===== src/rtl/tomasulo_rs_pool.sv =====
// Tomasulo reservation-station pool: register file, register status, unified stations with
// per-op latency counters and one fixed-priority common data bus.
module tomasulo_rs_pool #(
  parameter int unsigned DATA_W   = 16,
  parameter int unsigned NUM_REGS = 8,
  parameter int unsigned NUM_RS   = 8,
  parameter int unsigned ADD_LAT  = 2,
  parameter int unsigned MUL_LAT  = 10,
  localparam int unsigned REG_W   = $clog2(NUM_REGS),
  localparam int unsigned TAG_W   = $clog2(NUM_RS + 1)
) (
  input  logic              clk,
  input  logic              reset,
  input  logic              issue_valid,
  output logic              issue_ready,
  input  logic [1:0]        issue_op,
  input  logic [REG_W-1:0]  issue_dest,
  input  logic [REG_W-1:0]  issue_src1,
  input  logic [REG_W-1:0]  issue_src2,
  input  logic              wr_en,
  input  logic [REG_W-1:0]  wr_addr,
  input  logic [DATA_W-1:0] wr_data,
  input  logic [REG_W-1:0]  dbg_addr,
  output logic [DATA_W-1:0] dbg_data,
  output logic              cdb_valid,
  output logic [TAG_W-1:0]  cdb_tag,
  output logic [REG_W-1:0]  cdb_dest,
  output logic [DATA_W-1:0] cdb_data,
  output logic [TAG_W-1:0]  busy_count,
  output logic [31:0]       completed,
  output logic [31:0]       stall_cycles
);

  localparam int unsigned IDX_W   = (NUM_RS > 1) ? $clog2(NUM_RS) : 1;
  localparam int unsigned MAX_LAT = (ADD_LAT > MUL_LAT) ? ADD_LAT : MUL_LAT;
  localparam int unsigned CNT_W   = $clog2(MAX_LAT + 1);

  logic [DATA_W-1:0] regs_q [NUM_REGS];
  logic [DATA_W-1:0] regs_d [NUM_REGS];
  logic [TAG_W-1:0]  stat_q [NUM_REGS];
  logic [TAG_W-1:0]  stat_d [NUM_REGS];
  logic [NUM_RS-1:0] busy_q, busy_d;
  logic [1:0]        op_q   [NUM_RS];
  logic [1:0]        op_d   [NUM_RS];
  logic [REG_W-1:0]  dest_q [NUM_RS];
  logic [REG_W-1:0]  dest_d [NUM_RS];
  logic [DATA_W-1:0] vj_q   [NUM_RS];
  logic [DATA_W-1:0] vj_d   [NUM_RS];
  logic [DATA_W-1:0] vk_q   [NUM_RS];
  logic [DATA_W-1:0] vk_d   [NUM_RS];
  logic [TAG_W-1:0]  qj_q   [NUM_RS];
  logic [TAG_W-1:0]  qj_d   [NUM_RS];
  logic [TAG_W-1:0]  qk_q   [NUM_RS];
  logic [TAG_W-1:0]  qk_d   [NUM_RS];
  logic [CNT_W-1:0]  cnt_q  [NUM_RS];
  logic [CNT_W-1:0]  cnt_d  [NUM_RS];
  logic [31:0]       completed_q, stall_q;

  logic [IDX_W-1:0]  free_idx, win_idx;
  logic              any_done, issue_fire;
  logic [TAG_W-1:0]  s1_stat, s2_stat;

  assign issue_ready  = ~&busy_q;
  assign issue_fire   = issue_valid && issue_ready;
  assign dbg_data     = regs_q[dbg_addr];
  assign completed    = completed_q;
  assign stall_cycles = stall_q;
  assign s1_stat      = stat_q[issue_src1];
  assign s2_stat      = stat_q[issue_src2];

  // Descending scan leaves the lowest matching index in each selector.
  always_comb begin
    free_idx   = '0;
    win_idx    = '0;
    any_done   = 1'b0;
    busy_count = '0;
    for (int i = NUM_RS - 1; i >= 0; i--) begin
      busy_count = busy_count + TAG_W'(busy_q[i]);
      if (!busy_q[i]) free_idx = IDX_W'(i);
      if (busy_q[i] && cnt_q[i] == '0) begin
        win_idx  = IDX_W'(i);
        any_done = 1'b1;
      end
    end
  end

  always_comb begin
    cdb_valid = any_done;
    cdb_tag   = '0;
    cdb_dest  = '0;
    cdb_data  = '0;
    if (any_done) begin
      cdb_tag  = TAG_W'(win_idx) + TAG_W'(1);
      cdb_dest = dest_q[win_idx];
      unique case (op_q[win_idx])
        2'd0: cdb_data = vj_q[win_idx] + vk_q[win_idx];
        2'd1: cdb_data = vj_q[win_idx] - vk_q[win_idx];
        2'd2: cdb_data = vj_q[win_idx] * vk_q[win_idx];
        2'd3: cdb_data = vj_q[win_idx] & vk_q[win_idx];
      endcase
    end
  end

  always_comb begin
    regs_d = regs_q;
    stat_d = stat_q;
    busy_d = busy_q;
    op_d   = op_q;
    dest_d = dest_q;
    vj_d   = vj_q;
    vk_d   = vk_q;
    qj_d   = qj_q;
    qk_d   = qk_q;
    cnt_d  = cnt_q;

    if (wr_en) regs_d[wr_addr] = wr_data;
    if (cdb_valid) begin
      regs_d[cdb_dest] = cdb_data;
      if (stat_q[cdb_dest] == cdb_tag) stat_d[cdb_dest] = '0;
      busy_d[win_idx] = 1'b0;
    end

    for (int i = 0; i < NUM_RS; i++) begin
      if (busy_q[i]) begin
        if (cdb_valid && qj_q[i] == cdb_tag) begin
          qj_d[i] = '0;
          vj_d[i] = cdb_data;
        end
        if (cdb_valid && qk_q[i] == cdb_tag) begin
          qk_d[i] = '0;
          vk_d[i] = cdb_data;
        end
        // Countdown uses pre-edge operand state, so a wakeup starts counting one edge later.
        if (qj_q[i] == '0 && qk_q[i] == '0 && cnt_q[i] != '0) cnt_d[i] = cnt_q[i] - CNT_W'(1);
      end
    end

    if (issue_fire) begin
      busy_d[free_idx] = 1'b1;
      op_d[free_idx]   = issue_op;
      dest_d[free_idx] = issue_dest;
      cnt_d[free_idx]  = (issue_op == 2'd2) ? CNT_W'(MUL_LAT) : CNT_W'(ADD_LAT);
      vj_d[free_idx]   = '0;
      qj_d[free_idx]   = '0;
      vk_d[free_idx]   = '0;
      qk_d[free_idx]   = '0;
      if (s1_stat == '0)                          vj_d[free_idx] = regs_q[issue_src1];
      else if (cdb_valid && s1_stat == cdb_tag)   vj_d[free_idx] = cdb_data;
      else                                        qj_d[free_idx] = s1_stat;
      if (s2_stat == '0)                          vk_d[free_idx] = regs_q[issue_src2];
      else if (cdb_valid && s2_stat == cdb_tag)   vk_d[free_idx] = cdb_data;
      else                                        qk_d[free_idx] = s2_stat;
      // Placed after the CDB clear so a same-dest issue keeps its tag.
      stat_d[issue_dest] = TAG_W'(free_idx) + TAG_W'(1);
    end
  end

  always_ff @(posedge clk) begin
    if (reset) begin
      for (int i = 0; i < NUM_REGS; i++) begin
        regs_q[i] <= '0;
        stat_q[i] <= '0;
      end
      for (int i = 0; i < NUM_RS; i++) begin
        op_q[i]   <= '0;
        dest_q[i] <= '0;
        vj_q[i]   <= '0;
        vk_q[i]   <= '0;
        qj_q[i]   <= '0;
        qk_q[i]   <= '0;
        cnt_q[i]  <= '0;
      end
      busy_q      <= '0;
      completed_q <= '0;
      stall_q     <= '0;
    end else begin
      regs_q <= regs_d;
      stat_q <= stat_d;
      busy_q <= busy_d;
      op_q   <= op_d;
      dest_q <= dest_d;
      vj_q   <= vj_d;
      vk_q   <= vk_d;
      qj_q   <= qj_d;
      qk_q   <= qk_d;
      cnt_q  <= cnt_d;
      if (cdb_valid) completed_q <= completed_q + 32'd1;
      if (issue_valid && !issue_ready) stall_q <= stall_q + 32'd1;
    end
  end

endmodule


===== config.mk =====
export PLATFORM = sky130hd
export DESIGN_NAME = tomasulo_rs_pool
export DESIGN_NICKNAME = d
export VERILOG_FILES = /design/src/rtl/tomasulo_rs_pool.sv
export SDC_FILE = /design/constraint.sdc
export NUM_CORES = 2
export LEC_CHECK = 0
export BUFFER_PORTS_ARGS = -buffer_cell sky130_fd_sc_hd__buf_2
export CORE_ASPECT_RATIO = 1.75
export CORE_MARGIN = 5
export CORE_UTILIZATION = 40
export CTS_CLUSTER_DIAMETER = 60
export CTS_CLUSTER_SIZE = 16
export DETAILED_ROUTE_END_ITERATION = 8
export PLACE_DENSITY = 0.65
export SYNTH_ARGS = -nofsm -noshare
export SYNTH_HDL_FRONTEND = slang
export SYNTH_SLANG_ARGS = --single-unit
export TNS_END_PERCENT = 1

===== constraint.sdc =====
create_clock -name clk -period 11.3 [get_ports clk]
set_clock_uncertainty 0.2 [all_clocks]
set_input_delay 2.26 -clock clk [delete_from_list [all_inputs] [get_ports clk]]
set_output_delay 2.26 -clock clk [all_outputs]
set_load 0.01 [all_outputs]

Yosys cells after proc, flatten, opt, wreduce, memory -nomap -nowiden
Cells that the tools add are included.
{"block": "totals", "ff_bits": 624, "in_bits": 37, "out_inout_bits": 109}
{"block": "classes", "add_sub_neg": 21, "mul": 1, "magnitude_cmp": 16, "n_eq_ne": 23, "n_mux": 191, "bitwise_logic": 20, "n_reduce_logical": 87}
{"cell": "128-bit 2-to-1 mux", "n": 8}
{"cell": "128-bit bitwise mux", "n": 6}
{"cell": "16-bit 2-to-1 mux", "n": 46}
{"cell": "32-bit 2-to-1 mux", "n": 10}
{"cell": "128-bit bitwise AND", "n": 2}
{"cell": "16-bit binary-select mux with 3-bit select", "n": 5}
{"cell": "4-bit 2-to-1 mux", "n": 59}
{"cell": "16-bit demux with 3-bit select", "n": 3}
{"cell": "32-bit bitwise mux", "n": 4}
{"cell": "128-bit NOT", "n": 1}
{"cell": "4-bit logical NOT", "n": 26}
{"cell": "32-bit bitwise AND", "n": 3}
{"cell": "4-bit equality test", "n": 19}
{"cell": "32-bit by 1-bit adder with 32-bit output (second input constant)", "n": 2}
{"cell": "32-bit NOT", "n": 2}
{"cell": "16-bit one-hot mux with 4 select lines", "n": 1}
{"cell": "3-bit 2-to-1 mux", "n": 20}
{"cell": "1-bit logical AND", "n": 50}
{"cell": "4-bit binary-select mux with 3-bit select", "n": 3}
{"cell": "4-bit demux with 3-bit select", "n": 3}
{"cell": "4-bit >= comparator (second input constant)", "n": 8}
{"cell": "3-bit NOT with 4-bit output", "n": 8}
{"cell": "4-bit nonzero test", "n": 8}
{"cell": "4-bit by 1-bit subtractor with 4-bit output (second input constant)", "n": 8}
{"cell": "other kinds (30)", "n": 54}

Longest topological paths before layout
{"block": "logic_depth", "ltp_word": 26, "depth_mapped": 39, "depth_no_buf": 35}

Worst setup path after synthesis
Ideal clock, no wire load.
{"block": "synth_timing", "kind": "flip-flop to output port", "start": "register cnt_q[4] (netlist bit)", "end": "output port cdb_data[15]", "arrival_time_ps": 7696, "setup_slack_ps": 1144, "path_stages_with_launch": 32, "path_buffers": 3, "path_cell_list": "dfxtp_1 > inv_1 > ha_1 > nor4bb_4 > o211a_4 > o21ai_4 > nand2_4 > buf_6 > mux2_2 > a2111oi_4 > clkbuf_1 > nor2_1 > fa_1 > inv_1 > fa_1 > inv_1 > fa_1 > fa_1 > inv_1 > fa_1 > fa_1 > xor2_1 > xnor2_1 > xnor2_1 > xnor2_1 > xnor2_1 > xnor3_1 > xnor2_1 > xnor2_1 > a221oi_4 > buf_4 > nor2_1"}
{"block": "synth_via", "elab_chain_cells": 16}
{"item": "from (decl)", "line": "55", "source": "logic [CNT_W-1:0] cnt_q [NUM_RS];"}
{"item": "from (signal assigned)", "line": "186", "source": "cnt_q <= cnt_d;"}
{"item": "4-bit logical NOT *", "line": "80", "source": "if (busy_q[i] && cnt_q[i] == '0) begin"}
{"item": "1-bit logical AND *", "line": "80"}
{"item": "3-bit 2-to-1 mux (7 in series)", "line": "80"}
{"item": "3-bit NOT with 4-bit output (implied by the code)"}
{"item": "16-bit binary-select mux with 3-bit select / 2-bit binary-select mux with 3-bit select (equally long branches)"}
{"item": "16-bit 2-to-1 mux (implied by the code) / 2-bit 2-to-1 mux (equally long branches) (2 in series)"}
{"item": "16-bit by 16-bit multiplier with 16-bit output, or another cell as far along", "line": "98", "source": "2'd2: cdb_data = vj_q[win_idx] * vk_q[win_idx];"}
{"item": "16-bit one-hot mux with 4 select lines", "line": "95", "source": "unique case (op_q[win_idx])"}
{"item": "16-bit 2-to-1 mux *", "line": "92", "source": "if (any_done) begin"}
{"item": "to (decl)", "line": "28", "source": "output logic [DATA_W-1:0] cdb_data,"}
Every way passes the cells marked *; elsewhere a longest branch is shown, timed or not. The select of a mux whose other input is x is not followed.

Worst setup path in the final report
{"block": "layout_timing", "start": "register cnt_q[16] (netlist bit)", "end": "output port cdb_data[15]"}
{"block": "layout_via", "elab_chain_cells": 13}
{"item": "4-bit logical NOT *", "line": "80"}
{"item": "1-bit logical AND *", "line": "80"}
{"item": "3-bit 2-to-1 mux (4 in series)", "line": "80"}
{"item": "3-bit NOT with 4-bit output (implied by the code)"}
{"item": "16-bit binary-select mux with 3-bit select / 2-bit binary-select mux with 3-bit select (equally long branches)"}
{"item": "16-bit 2-to-1 mux (implied by the code) / 2-bit 2-to-1 mux (equally long branches) (2 in series)"}
{"item": "16-bit by 16-bit multiplier with 16-bit output, or another cell as far along", "line": "98"}
{"item": "16-bit one-hot mux with 4 select lines", "line": "95"}
{"item": "16-bit 2-to-1 mux *", "line": "92"}
Marks and branches as above.

==> results.md <==
- CTS buffer count: 47
- Clk slew on worst S/H paths: 0.08 ns
- Fillers: 9,900
- Critical path fanouts, max: 19
- Post-synth ARST share: 0
- Worst Path Arrival: 8.78 ns
- Final hold vios: 0
- Most common cell after layout, fill and taps aside: nor2_1
- DR pass1 iterations: 9
- RSZ-0062 raised after global routing: yes
- Fmax: 89.00 MHz
- DRT iter0 DRCs: 4,014
- Setup-failing EPs final: 0
- Slew Viols, Final: 0
- Worst slew pin tran: 1.246 ns
- Worst hold margin: 0.2548 ns
- First-pass GRT wire length: 238,700 um
- Mean Syn Cell Area: 8.414 um^2
- Die ar.: 107,200 um^2
- Final wirelength: 164,100 um
- Largest net degree at the start of global routing: 137
- Setup ws final: 0.06362 ns
- Mapped Nets: 4,988
- Starting Density: 0.4037
- Synth top area cells: dfxtp_1 (31%), mux4_2 (6.3%), nor2_1 (6.2%)
- #FFs+latches synth: 624
- Initial antenna violation count: 6
- Die Ht: 429.3 um
- HPWL after detailed placement: 114,200 um
- Antenna viol nets, final: 0
- Placed cell count: 5,994
- Setup Crit Path Kind: reg2out
- Synth top area share: 0.3108
- Place WS: 0.3637 ns
- # clock sinks: 624
- Worst vdd ir: 0.1482 mV
- Post-synthesis sequential area ratio: 0.3108
- Worst stage delay on the critical path: 0.54 ns
- DR WL/cell: 26.97 um
- Finished Cell Area: 44,320 um^2
- Area of the mapped netlist: 40,190 um^2
- IO Count: 146
- Grt total ovfl: 0
- Port bufs: 145
- Final Non-Filler Cells: 6,084
- Cells after Synth: 4,776
- Critical Path End Type: primary output
- Commonest cells after routing, fill and taps aside: nor2_1 (659), dfxtp_1 (623), nand2_1 (368)
- Status: complete, no violations
- Slowest CP cell: a311o_1
- Distinct cell type count after synthesis: 100
- Final nets: 4,968
- WP data required: 8.84 ns
- Clock Path Buffers: 3
- Cell Rows: 153
- Crit path launch type: register
- CTS H-Tree Depth: 2
- Die Wd: 249.6 um
- Final period util: 0.9944
- Leak: 0.01669 uW
- Routed vias: 38,347
- Vias in the first global route: 36,980
- Worst min path class: reg2reg
- Placer Congestion: 1.027
- Slew headroom: 0.1691
- PwrDens: 117.2 nW/um^2
- Dpl cell area: 42,410 um^2
- Ys flop type: dfxtp_1
- Number of max-cap violations: 0
- Area leader, netlist: dfxtp_1
- Fin crit period: 11.24 ns
- DRC violations left: 0
- Layout area overhead: 10.29%
- Layout cells sized above 1: 0.1524
- EDFF count, synth: 0
- TritonCTS clock tree: yes
- GRT Overall Usage: 0.2893
- Yosys warnings: 0
- Worst skew pair latency: 0.64 ns
- Vias per Instance: 6.303
- Core footprint: 99,550 um^2
- Post-layout power: 5192 uW
- CTS root buf: clkbuf_16
-- worst max-delay path: cells and delay by family (launching register included) --
family | cells | cell delay [ns]
compound gates | 4 | 1.25
xor+xnor | 8 | 1.51
fa+ha+maj | 7 | 3.02
buf+inv | 8 | 1.25
flops | 1 | 0.32
simple gates | 5 | 0.76
-- metrics by stage --
stage               TNS (ns)  utilization
floorplan                  0            -
global placement           0       0.4261
detailed placement         0       0.4261
CTS                        0       0.4411
global route         -0.1739       0.4452
finish                     0       0.4452
-- final timing paths --
check	slack, ns	cells after the start	to	startpoint
worst max register to register	2.00	36	vk_q[77]	cnt_q[16]
worst max-delay path	0.06	32	cdb_data[15]	cnt_q[16]
worst min register to register	0.25	2	dest_q[21]	dest_q[21]
worst min-delay path	0.25	2	dest_q[21]	dest_q[21]
-- per-layer routing --
layer / share of wire / global-route usage / wire length, um / up-vias
met5: 0 / 0 / 0 / -
met4: 0.11 / 0.2538 / 18270 / 0
met3: 0.079 / 0.04863 / 13040 / 771
met2: 0.47 / 0.4873 / 77350 / 2173
met1: 0.34 / 0.3117 / 55410 / 18443
li1: - / - / - / 16960
-- cell usage after synthesis (29+ instances only) --
| cell | number |
|---|---|
| inv_1 | 200 |
| nand2_1 | 376 |
| nand2b_1 | 42 |
| fa_1 | 85 |
| nor3_1 | 80 |
| a211oi_1 | 313 |
| mux4_2 | 112 |
| ha_1 | 90 |
| o21ai_0 | 232 |
| buf_2 | 39 |
| o211ai_1 | 57 |
| or2_2 | 29 |
| clkbuf_1 | 316 |
| nor4_1 | 30 |
| nor2_1 | 669 |
| dfxtp_1 | 624 |
| or3_1 | 29 |
| buf_1 | 46 |
| nor2b_1 | 46 |
| o22ai_1 | 62 |
| a31oi_1 | 37 |
| nand3_1 | 137 |
| xor2_1 | 70 |
| a21oi_1 | 257 |
| mux2i_1 | 208 |
| xnor2_1 | 137 |
| mux2_2 | 67 |
-- report_power, final --
| part | leakage [uW] | internal (uW) | switching, uW | total [uW] |
|---|---|---|---|---|
| registers | 0.00504 | 2240 | 37.7 | 2280 |
| logic | 0.0110 | 398 | 855 | 1250 |
| clock network | 0.000629 | 794 | 864 | 1660 |
-- registers in the layout, indices dropped and copies added, names as in the netlist --
signal        flops
regs_q          128
vj_q            128
vk_q            128
cnt_q            32
completed        32
qj_q             32
qk_q             32
stall_cycles     32
stat_q           32
dest_q           24
op_q             16
busy_q            8
-- kinds of logic after synthesis --
| kind of cell | share of synthesized area |
|---|---|
| buffers and inverters | 0.06065 |
| adder cells (fa/ha/maj) | 0.07036 |
| multiplexers | 0.1343 |
| AND/OR/NAND/NOR | 0.1756 |
| XOR/XNOR | 0.04623 |
| AO/OA/AOI/OAI | 0.2020 |
| flip-flops | 0.3108 |
-- layout make-up --
class                      count  area, um^2  share of cell area
multi-input combinational   3533       25710              0.5802
sequential                   624       12490              0.2819
clock buffer                  48        1180             0.02662
timing repair buffer         345        2387             0.05386
tap                         1317        1648             0.03718
antenna                        4       10.01           0.0002258
clock inverter                 8       117.6            0.002654
inverter                     205       772.0             0.01742
-- timing repair --
action / in CTS / in global routing
endpoints found under the setup margin: 5 / 7
setup buffers: 6 / 22
hold buffers: 0 / 0
pin swaps: 2 / 21
gates cloned: 1 / 1
gates resized for setup: 20 / 41
Power figures use the tool's default switching activity.
